==> config.mk <==
export PLATFORM = sky130hd
export DESIGN_NAME = cpu_sequencer
export DESIGN_NICKNAME = d
export VERILOG_FILES = /design/src/rtl/cpu_sequencer.sv
export SDC_FILE = /design/constraint.sdc
export NUM_CORES = 1
export LEC_CHECK = 0
export ABC_AREA = 1
export BUFFER_PORTS_ARGS = -buffer_cell sky130_fd_sc_hd__buf_2
export CAP_MARGIN = 40
export CORE_ASPECT_RATIO = 0.75
export CORE_MARGIN = 8
export CORE_UTILIZATION = 47
export DETAILED_ROUTE_END_ITERATION = 8
export PLACE_DENSITY = 0.8
export RECOVER_POWER = 100
export SKIP_CTS_REPAIR_TIMING = 1
export SLEW_MARGIN = 20
export SYNTH_ARGS = -nofsm -noshare
export SYNTH_HDL_FRONTEND = slang
export SYNTH_SLANG_ARGS = --single-unit
export TNS_END_PERCENT = 50
==> constraint.sdc <==
create_clock -name clock -period 3.03 [get_ports clock]
set_clock_uncertainty 0.05 [all_clocks]
set_input_delay 0.606 -clock clock [delete_from_list [all_inputs] [get_ports clock]]
set_output_delay 0.606 -clock clock [all_outputs]
set_load 0.1 [all_outputs]
==> src/rtl/cpu_sequencer.sv <==
`default_nettype none
// ============================================================================
// Module   : cpu_sequencer
// Purpose  : Multi-cycle fetch/decode/execute sequencer with halt, run,
//            single-step and run-to-breakpoint modes plus a debug display.
// Revision : 1.0 - initial release
// ============================================================================
module cpu_sequencer #(
    parameter int PC_W     = 8,
    parameter int INSTR_W  = 32,
    parameter int DISP_W   = 16,
    parameter int RESET_PC = 0
) (
    input  logic               clock,
    input  logic               reset,
    input  logic [1:0]         mode,
    input  logic               step,
    input  logic [PC_W-1:0]    bkpt_addr,
    output logic               imem_req,
    output logic [PC_W-1:0]    imem_addr,
    input  logic               imem_ack,
    input  logic [INSTR_W-1:0] imem_data,
    output logic [INSTR_W-1:0] ir,
    output logic               exec_start,
    input  logic               exec_done,
    input  logic [PC_W-1:0]    exec_nextpc,
    input  logic               exec_halt,
    input  logic [31:0]        regvalue,
    input  logic [1:0]         disp_sel,
    output logic [DISP_W-1:0]  short_display,
    output logic [2:0]         state,
    output logic [15:0]        retired,
    output logic               halted
);

    localparam logic [PC_W-1:0] c_RESET_PC = PC_W'(RESET_PC);

    localparam logic [2:0] c_ST_IDLE   = 3'd0;
    localparam logic [2:0] c_ST_FETCH  = 3'd1;
    localparam logic [2:0] c_ST_DECODE = 3'd2;
    localparam logic [2:0] c_ST_EXEC   = 3'd3;
    localparam logic [2:0] c_ST_WB     = 3'd4;
    localparam logic [2:0] c_ST_HALT   = 3'd5;

    localparam logic [1:0] c_MODE_HALT = 2'b00;
    localparam logic [1:0] c_MODE_RUN  = 2'b01;
    localparam logic [1:0] c_MODE_STEP = 2'b10;
    localparam logic [1:0] c_MODE_BKPT = 2'b11;

    logic [2:0]         r_state;
    logic [2:0]         w_next_state;
    logic [PC_W-1:0]    r_pc;
    logic [INSTR_W-1:0] r_ir;
    logic [15:0]        r_retired;
    logic               r_step_q;
    logic               r_exec_seen;
    logic [DISP_W-1:0]  r_display;

    logic               w_step_edge;
    logic               w_at_bkpt;
    logic               w_idle_go;
    logic               w_wb_go;
    logic               w_retire;
    logic [31:0]        w_pc_ext;
    logic [31:0]        w_ir_ext;
    logic [31:0]        w_ret_ext;
    logic [31:0]        w_disp_wide;
    logic               w_unused_bits;

    assign w_step_edge = step & ~r_step_q;
    assign w_at_bkpt   = (r_pc == bkpt_addr);
    assign w_retire    = (r_state == c_ST_EXEC) && exec_done;

    // Mode is only consulted at instruction boundaries (IDLE and WB).
    always_comb begin
        w_idle_go = 1'b0;
        w_wb_go   = 1'b0;
        case (mode)
            c_MODE_RUN: begin
                w_idle_go = 1'b1;
                w_wb_go   = 1'b1;
            end
            c_MODE_STEP: begin
                w_idle_go = w_step_edge;
            end
            c_MODE_BKPT: begin
                w_idle_go = ~w_at_bkpt | w_step_edge;
                w_wb_go   = ~w_at_bkpt;
            end
            c_MODE_HALT: begin
                w_idle_go = 1'b0;
            end
            default: begin
                w_idle_go = 1'b0;
            end
        endcase
    end

    always_ff @(posedge clock or posedge reset) begin
        if (reset) begin
            r_state <= c_ST_IDLE;
        end else begin
            r_state <= w_next_state;
        end
    end

    always_comb begin
        w_next_state = r_state;
        case (r_state)
            c_ST_IDLE:   if (w_idle_go) w_next_state = c_ST_FETCH;
            c_ST_FETCH:  if (imem_ack)  w_next_state = c_ST_DECODE;
            c_ST_DECODE: w_next_state = c_ST_EXEC;
            c_ST_EXEC:   if (exec_done) w_next_state = exec_halt ? c_ST_HALT : c_ST_WB;
            c_ST_WB:     w_next_state = w_wb_go ? c_ST_FETCH : c_ST_IDLE;
            c_ST_HALT:   w_next_state = c_ST_HALT;
            default:     w_next_state = c_ST_IDLE;
        endcase
    end

    always_comb begin
        imem_req   = (r_state == c_ST_FETCH);
        exec_start = (r_state == c_ST_EXEC) && !r_exec_seen;
        halted     = (r_state == c_ST_HALT);
    end

    // Retirement is counted as the instruction completes, so WB and HALT
    // both already show the updated count.
    always_ff @(posedge clock or posedge reset) begin
        if (reset) begin
            r_pc        <= c_RESET_PC;
            r_ir        <= '0;
            r_retired   <= '0;
            r_step_q    <= 1'b0;
            r_exec_seen <= 1'b0;
            r_display   <= '0;
        end else begin
            r_step_q    <= step;
            r_exec_seen <= (r_state == c_ST_EXEC);
            r_display   <= w_disp_wide[DISP_W-1:0];
            if ((r_state == c_ST_FETCH) && imem_ack) begin
                r_ir <= imem_data;
            end
            if (w_retire) begin
                r_pc      <= exec_nextpc;
                r_retired <= r_retired + 16'd1;
            end
        end
    end

    generate
        if (PC_W < 32) begin : g_pc_narrow
            assign w_pc_ext = {{(32-PC_W){1'b0}}, r_pc};
        end else begin : g_pc_wide
            assign w_pc_ext = r_pc[31:0];
        end
        if (INSTR_W < 32) begin : g_ir_narrow
            assign w_ir_ext = {{(32-INSTR_W){1'b0}}, r_ir};
        end else begin : g_ir_wide
            assign w_ir_ext = r_ir[31:0];
        end
    endgenerate

    assign w_ret_ext = {16'h0000, r_retired};

    always_comb begin
        w_disp_wide = '0;
        case (disp_sel)
            2'b00:   w_disp_wide = regvalue;
            2'b01:   w_disp_wide = w_pc_ext;
            2'b10:   w_disp_wide = w_ret_ext;
            default: w_disp_wide = w_ir_ext;
        endcase
    end

    // Bits above DISP_W are intentionally dropped from the display.
    assign w_unused_bits = ^w_disp_wide;

    assign imem_addr     = r_pc;
    assign ir            = r_ir;
    assign state         = r_state;
    assign retired       = r_retired;
    assign short_display = r_display;

endmodule
`default_nettype wire

==> results of run 1 <==
## routing by layer
layer	part of all wire, %	up-vias	GRT usage (%)
met5	0	-	0
met4	0.59	0	4.46
met3	9.1	8	5.11
met2	47	127	29.7
met1	43	1422	24.5
li1	-	1452	-
## synth_stat cells (3+ instances only)
master   number  area [µm²]
a21oi_1      14        70.1
dfrtp_1      77        1930
inv_1        39         146
inv_2         4        15.0
mux2_2        7        78.8
mux2_4       20         300
nand2_1      92         345
nand3_1      12        60.1
nand4_1       3        18.8
nor2_1       20        75.1
o21ai_0      11        55.1
o22ai_1       5        31.3
xnor2_1       4        35.0
xor2_1       13         114
## kinds of logic (layout without fill, tap and decap cells)
kind of cell | Yosys count | after routing | share of synthesized area, %
buffers and inverters | 51 | 214 | 6.52
muxes | 27 | 27 | 10.6
xor gates and xnor gates | 17 | 17 | 4.15
AOI/OAI and AO/OA | 37 | 37 | 5.93
adders and majority gates | 1 | 1 | 0.349
and+or+nand+nor | 143 | 143 | 18.8
DFF | 77 | 77 | 53.7
## through the flow
step	cell area, µm²	setup slack [ns]	utilization, %
after floorplan	3590	0.300	-
after global placement	4440	0.919	60.3
after detailed placement	4440	0.911	60.3
after CTS	4660	0.671	63.3
after global routing	4410	0.345	59.9
final	4410	0.539	59.9
## final cells by class
class	instances	area [µm²]
fill	729	2950
tap	101	126
timing repair buffer	154	672
sequential	77	1930
multi-input combinational	225	1290
clock inverter	5	83.8
clock buffer	11	141
inverter	44	166
## path summary, 6_finish.rpt
kind	from	endpoint
setup / recovery	state[2]$_DFFE_PP0P_	retired[12]$_DFFE_PP0P_
hold / removal	step	r_step_q$_DFF_PP0_
setup reg to reg	state[2]$_DFFE_PP0P_	retired[12]$_DFFE_PP0P_
hold reg to reg	ir[18]$_DFFE_PP0P_	ir[18]$_DFFE_PP0P_
max in group asynchronous	reset	ir[26]$_DFFE_PP0P_
min in group asynchronous	reset	ir[28]$_DFFE_PP0P_
## sequential cells by signal (all words and copies together) (netlist names)
register / cells
short_display: 16
state: 3
ir: 32
retired: 16
r_exec_seen: 1
imem_addr: 8
r_step_q: 1
## layout by cell type (no fill, tap or decap), drive strengths merged, types with 5 or more instances in the layout
cell type   n
a21oi      14
nand3      13
inv        41
xor2       13
dfrtp      77
o21ai      11
clkbuf     94
nand2      96
nor2       25
buf        71
mux2       27
o22ai       5
==> metrics.txt, run 1 <==
Routed Antenna Nets=0; post-route minimum period=2.49 ns; Critical Path, Cell by Cell=inv_1 -> nand3_1 -> nor2_1 -> clkbuf_1 -> nand2_4 -> nor3b_4 -> nand2_2 -> xnor2_1; Slew Limit Fails=38; H-Tree Level Count=3; crit path max fanout=19; Worst-Margin Slew=1.56 ns; fin nets=roughly 600; fin cells=between 600 and 700; detailed placement HPWL=7830 µm; Reg clk slew, reported paths=0.08 ns; status=finished with violations; vias post-DR=3009; first-pass GRT wire length=15500 µm; Routed WL=9890 µm; WHS Path Cells=1; Initial Util=48.7%; Post-route DRC=0; Final GP Congestion=between 0.8 and 0.9; failing checks=capacitance limit, slew limit; ys async rst share=between 90% and 100%; CP bufs+invs=2; sequential-to-total area share from yosys stat=a little over half; critical path class=flop to flop; RSZ-0062 raised after global routing=false; clk_lat worst skew=about 0.35 ns; layout cell share with drive strength beyond 1=20.2%; Max Fclk=roughly 0.4 GHz; grt total ovfl=0; YS warnings=0; Max Cap Viol=1; IO Count=168; DR WL/cell=16.0 µm; CTS Root Cell=clkbuf_8; mapped cell area=3590 µm²; Netlist cell types=37; vias in the first global route=3062; Die Y=between 90 and 100 µm; initial antenna violation count=0; Top delay family on crit path=simple AND/OR/NAND/NOR gates; vias per cell=approximately 4.9; Layout Area Growth over Synthesis=23.0%; CTS tree=built; required time worst endpoint=3.21 ns; I/O Buffers=151; Die Footprint=10700 µm²; dominant synthesized flop cell=dfrtp_1; core area=7360 µm²; Antenna Cells=0; Slowest cell on crit path=clkbuf_1; CP endpoint kind=flop; Synth Instances=between 300 and 400; endpoints failing setup=0; largest net degree at the start of global routing=42; clock sink count=77; Max Root-Sink Buffers=2; syn nets=444; syn_area_per_cell=10.2 µm²; Min-Delay Path Class=primary input to flop; Final Hold Slack=between 0.3 and 0.4 ns; fin crit share=slightly above 80%; CP arrival=2.68 ns; register bit total from synthesis=77; CP max stage delay=0.68 ns; relative slew slack=-4.74%; Post-synth EDFFs=0; die extent in x=117 µm; dpl cells=601; critical path depth in cells=8; cell row count=27; FF-to-FF path depth=8; TritonCTS buffer count=9; Setup TNS Final=0 ns; Iter 0 DRT Violations=between 200 and 250; Pre-Repair DR Iteration Count=4; Fin. Hold Viols=0; startpoint class of the critical path=flop; GR Util All Layers=18.6%; R2R Setup Slk=0.54 ns
Power of run 1 is not shown: default switching activity piles up to over one toggle a cycle in this logic, so the estimate is an artifact.
==> run 2, diff against run 1 <==
--- a/config.mk
+++ b/config.mk
@@ -5,14 +5,14 @@
 export SDC_FILE = /design/constraint.sdc
 export NUM_CORES = 1
 export LEC_CHECK = 0
-export ABC_AREA = 1
+export ABC_AREA = 0
 export BUFFER_PORTS_ARGS = -buffer_cell sky130_fd_sc_hd__buf_2
 export CAP_MARGIN = 40
 export CORE_ASPECT_RATIO = 0.75
 export CORE_MARGIN = 8
-export CORE_UTILIZATION = 47
+export CORE_UTILIZATION = 45
 export DETAILED_ROUTE_END_ITERATION = 8
-export PLACE_DENSITY = 0.8
+export PLACE_DENSITY = 0.78
 export RECOVER_POWER = 100
 export SKIP_CTS_REPAIR_TIMING = 1
 export SLEW_MARGIN = 20
==> constraint.sdc (replaced) <==
create_clock -name clock -period 2.5 [get_ports clock]
set_clock_uncertainty 0.05 [all_clocks]
set_input_delay 0.5 -clock clock [delete_from_list [all_inputs] [get_ports clock]]
set_output_delay 0.5 -clock clock [all_outputs]
set_load 0.1 [all_outputs]
==> run 2 against run 1 <==
The run still ends with capacitance limit, slew limit left. Hold slack worse by 0.095 ns. Sequential share of layout area grew 1.6 points. Utilization down 1.1 points. First-iteration DRC count is 50% lower. Critical endpoint is now halted. Critical path type is now flop to primary output. Wire length decreased by 12%. Register-to-register slack got worse by 0.20 ns. Global-route usage is 1.8 points lower. Worst setup slack got worse by 0.36 ns. Largest cell class unchanged.
==> metrics.txt, run 2 <==
Antenna Cells=0 (unchanged); required time worst endpoint=1.95 ns (-1.26 ns); CP max stage delay=0.54 ns (-0.14 ns); CTS tree=built; clock sink count=77 (unchanged); post-route minimum period=2.32 ns; YS warnings=0 (unchanged); largest area contributor in the netlist=dfrtp_1; Fill cells=658 (-9.7%); vias post-DR=2438 (-19%); Slowest cell on crit path=dfrtp_1; status=finished with violations; Max Root-Sink Buffers=2 (unchanged); critical path class=flop to primary output; Final GP Congestion=0.819 (-6.6%); synth top area cells=dfrtp_1, mux2_2, mux4_2; H-Tree Level Count=3 (unchanged); Post-route DRC=0 (unchanged); startpoint class of the critical path=flop; most common cell after layout, fill and taps aside=dfrtp_1; Post-synth EDFFs=0 (unchanged); pre-CTS WS=0.464 ns (-0.447 ns); CTS Root Cell=clkbuf_8; Iter 0 DRT Violations=103 (-50%); largest net degree at the start of global routing=78 (+86%); first-pass GRT wire length=13800 µm (-11%); Top delay family on crit path=flip-flops; Initial Util=45.6% (-3.2 points); cell row count=27 (unchanged); Critical Path, Cell by Cell=nor2b_1 -> and2_2 -> clkbuf_2; sequential-to-total area share from yosys stat=58.5% (+4.8 points); initial antenna violation count=0 (unchanged); syn nets=322 (-27%); CP arrival=1.77 ns (-0.91 ns); Synth top area share=58.5% (+4.8 points); detailed placement HPWL=6560 µm (-16%); leading cell types by count after synthesis=dfrtp_1, mux2_2, xnor2_1; dominant synthesized flop cell=dfrtp_1; Min-Delay Path Class=primary input to flop; syn_area_per_cell=14.3 µm² (+40%); Synth Instances=231 (-35%); Util after Layout=58.8% (-1.1 points); Pre-Repair DR Iteration Count=4 (unchanged); vias in the first global route=2663 (-13%); TritonCTS buffer count=9 (unchanged); fin crit share=92.7%; Routed Antenna Nets=0 (unchanged); fin nets=477 (-21%); IO Count=168 (unchanged); core area=7230 µm² (-1.8%); CP bufs+invs=1 (-1); die extent in x=115 µm (-1.8%); crit path max fanout=10 (-9); endpoints failing setup=0 (unchanged); DR WL/cell=17.7 µm (+10%); Max Cap Viol=1 (unchanged); mapped cell area=3290 µm² (-8.2%); max reg flops=32 (unchanged); CP endpoint kind=primary output; Max Fclk=0.431 GHz; most frequent cell after synthesis=dfrtp_1; Layout Area Growth over Synthesis=29.2%; I/O Buffers=151 (unchanged); Setup WS post-layout=0.182 ns (-0.358 ns); Routed WL=8690 µm (-12%); vias per cell=4.96 (+1.6%); Slew Limit Fails=78 (+110%); Fin. Hold Viols=0 (unchanged); Worst-Margin Slew=1.66 ns (+0.102 ns); Netlist cell types=30 (-19%); GR Util All Layers=16.8% (-1.8 points); Die Y=90.1 µm (-1.7%); layout cell share with drive strength beyond 1=41.4% (+21 points); clk_lat worst skew=0.34 ns (about the same); Die Footprint=10300 µm² (-3.5%); Reg clk slew, reported paths=0.08 ns (about the same); RSZ-0062 raised after global routing=false; ys async rst share=100% (unchanged); grt total ovfl=0 (unchanged); Setup TNS Final=0 ns (unchanged); relative slew slack=-11.0% (-6.3 points); failing checks=capacitance limit, slew limit; commonest cells after routing, fill and taps aside=dfrtp_1, buf_2, clkbuf_1; register bit total from synthesis=77 (unchanged)
## run 2: cell types whose count changed after synthesis, sizes merged, moves of 8 or more
cell | previous run | this run
mux4 | 0 | 8
a22o | 0 | 8
o21ai | 11 | 3
xnor2 | 4 | 14
mux2 | 27 | 49
a21oi | 14 | 3
nor2 | 25 | 8
nand2 | 96 | 8
inv | 43 | 5
## run 2: worst paths after layout
path | start | cells past startpoint | slack [ns] | end
worst min register to register | ir[25]$_DFFE_PP0P_ | 1 | 0.44 | ir[25]$_DFFE_PP0P_
worst max register to register | state[0]$_DFFE_PP0P_ | 4 | 0.34 | ir[20]$_DFFE_PP0P_
min in group asynchronous | reset | 3 | 0.71 | state[1]$_DFFE_PP0P_
max in group asynchronous | reset | 3 | 0.61 | state[1]$_DFFE_PP0P_
worst max-delay path | state[2]$_DFFE_PP0P_ | 3 | 0.18 | halted
worst min-delay path | step | 1 | 0.24 | r_step_q$_DFF_PP0_
## run 2: cell families (layout without fill, tap and decap cells)
group,after synthesis,after routing,synth area share [%]
buffers and inverters,15,175,2.24
XOR/XNOR,23,23,6.12
flip-flops,77,77,58.5
AND/OR/NAND/NOR,41,41,6.80
AO/OA/AOI/OAI,17,17,3.72
adder cells (fa/ha/maj),1,1,0.380
multiplexers,57,57,22.2
## run 2: area by class of cell
cell class / instances / area, µm² / share of cell area [%]
sequential: 77 / 1930 / 45.3
clock buffer: 10 / 128 / 3.00
clock inverter: 6 / 40.0 / 0.941
inverter: 5 / 22.5 / 0.529
tap: 101 / 126 / 2.97
multi-input combinational: 139 / 1300 / 30.6
timing repair buffer: 154 / 706 / 16.6
## run 2: routing by layer
metal / global-route usage [%] / vias to the layer above / part of all wire [%]
met5: 0 / - / 0
met1: 21.0 / 1209 / 44
met2: 27.0 / 90 / 47
met3: 6.55 / 5 / 9.1
li1: - / 1134 / -
met4: 3.60 / 0 / 0.48
## run 2: per-stage QoR
step | cell area (µm²) | hold WS [ns] | instances
floorplan | 3320 | 0.481 | 231
global placement | 4190 | 0.415 | 476
detailed placement | 4190 | 0.428 | 476
CTS | 4360 | 0.216 | 492
global route | 4250 | 0.235 | 492
finish | 4250 | 0.243 | 492
Power of run 2 is left out for the same reason.
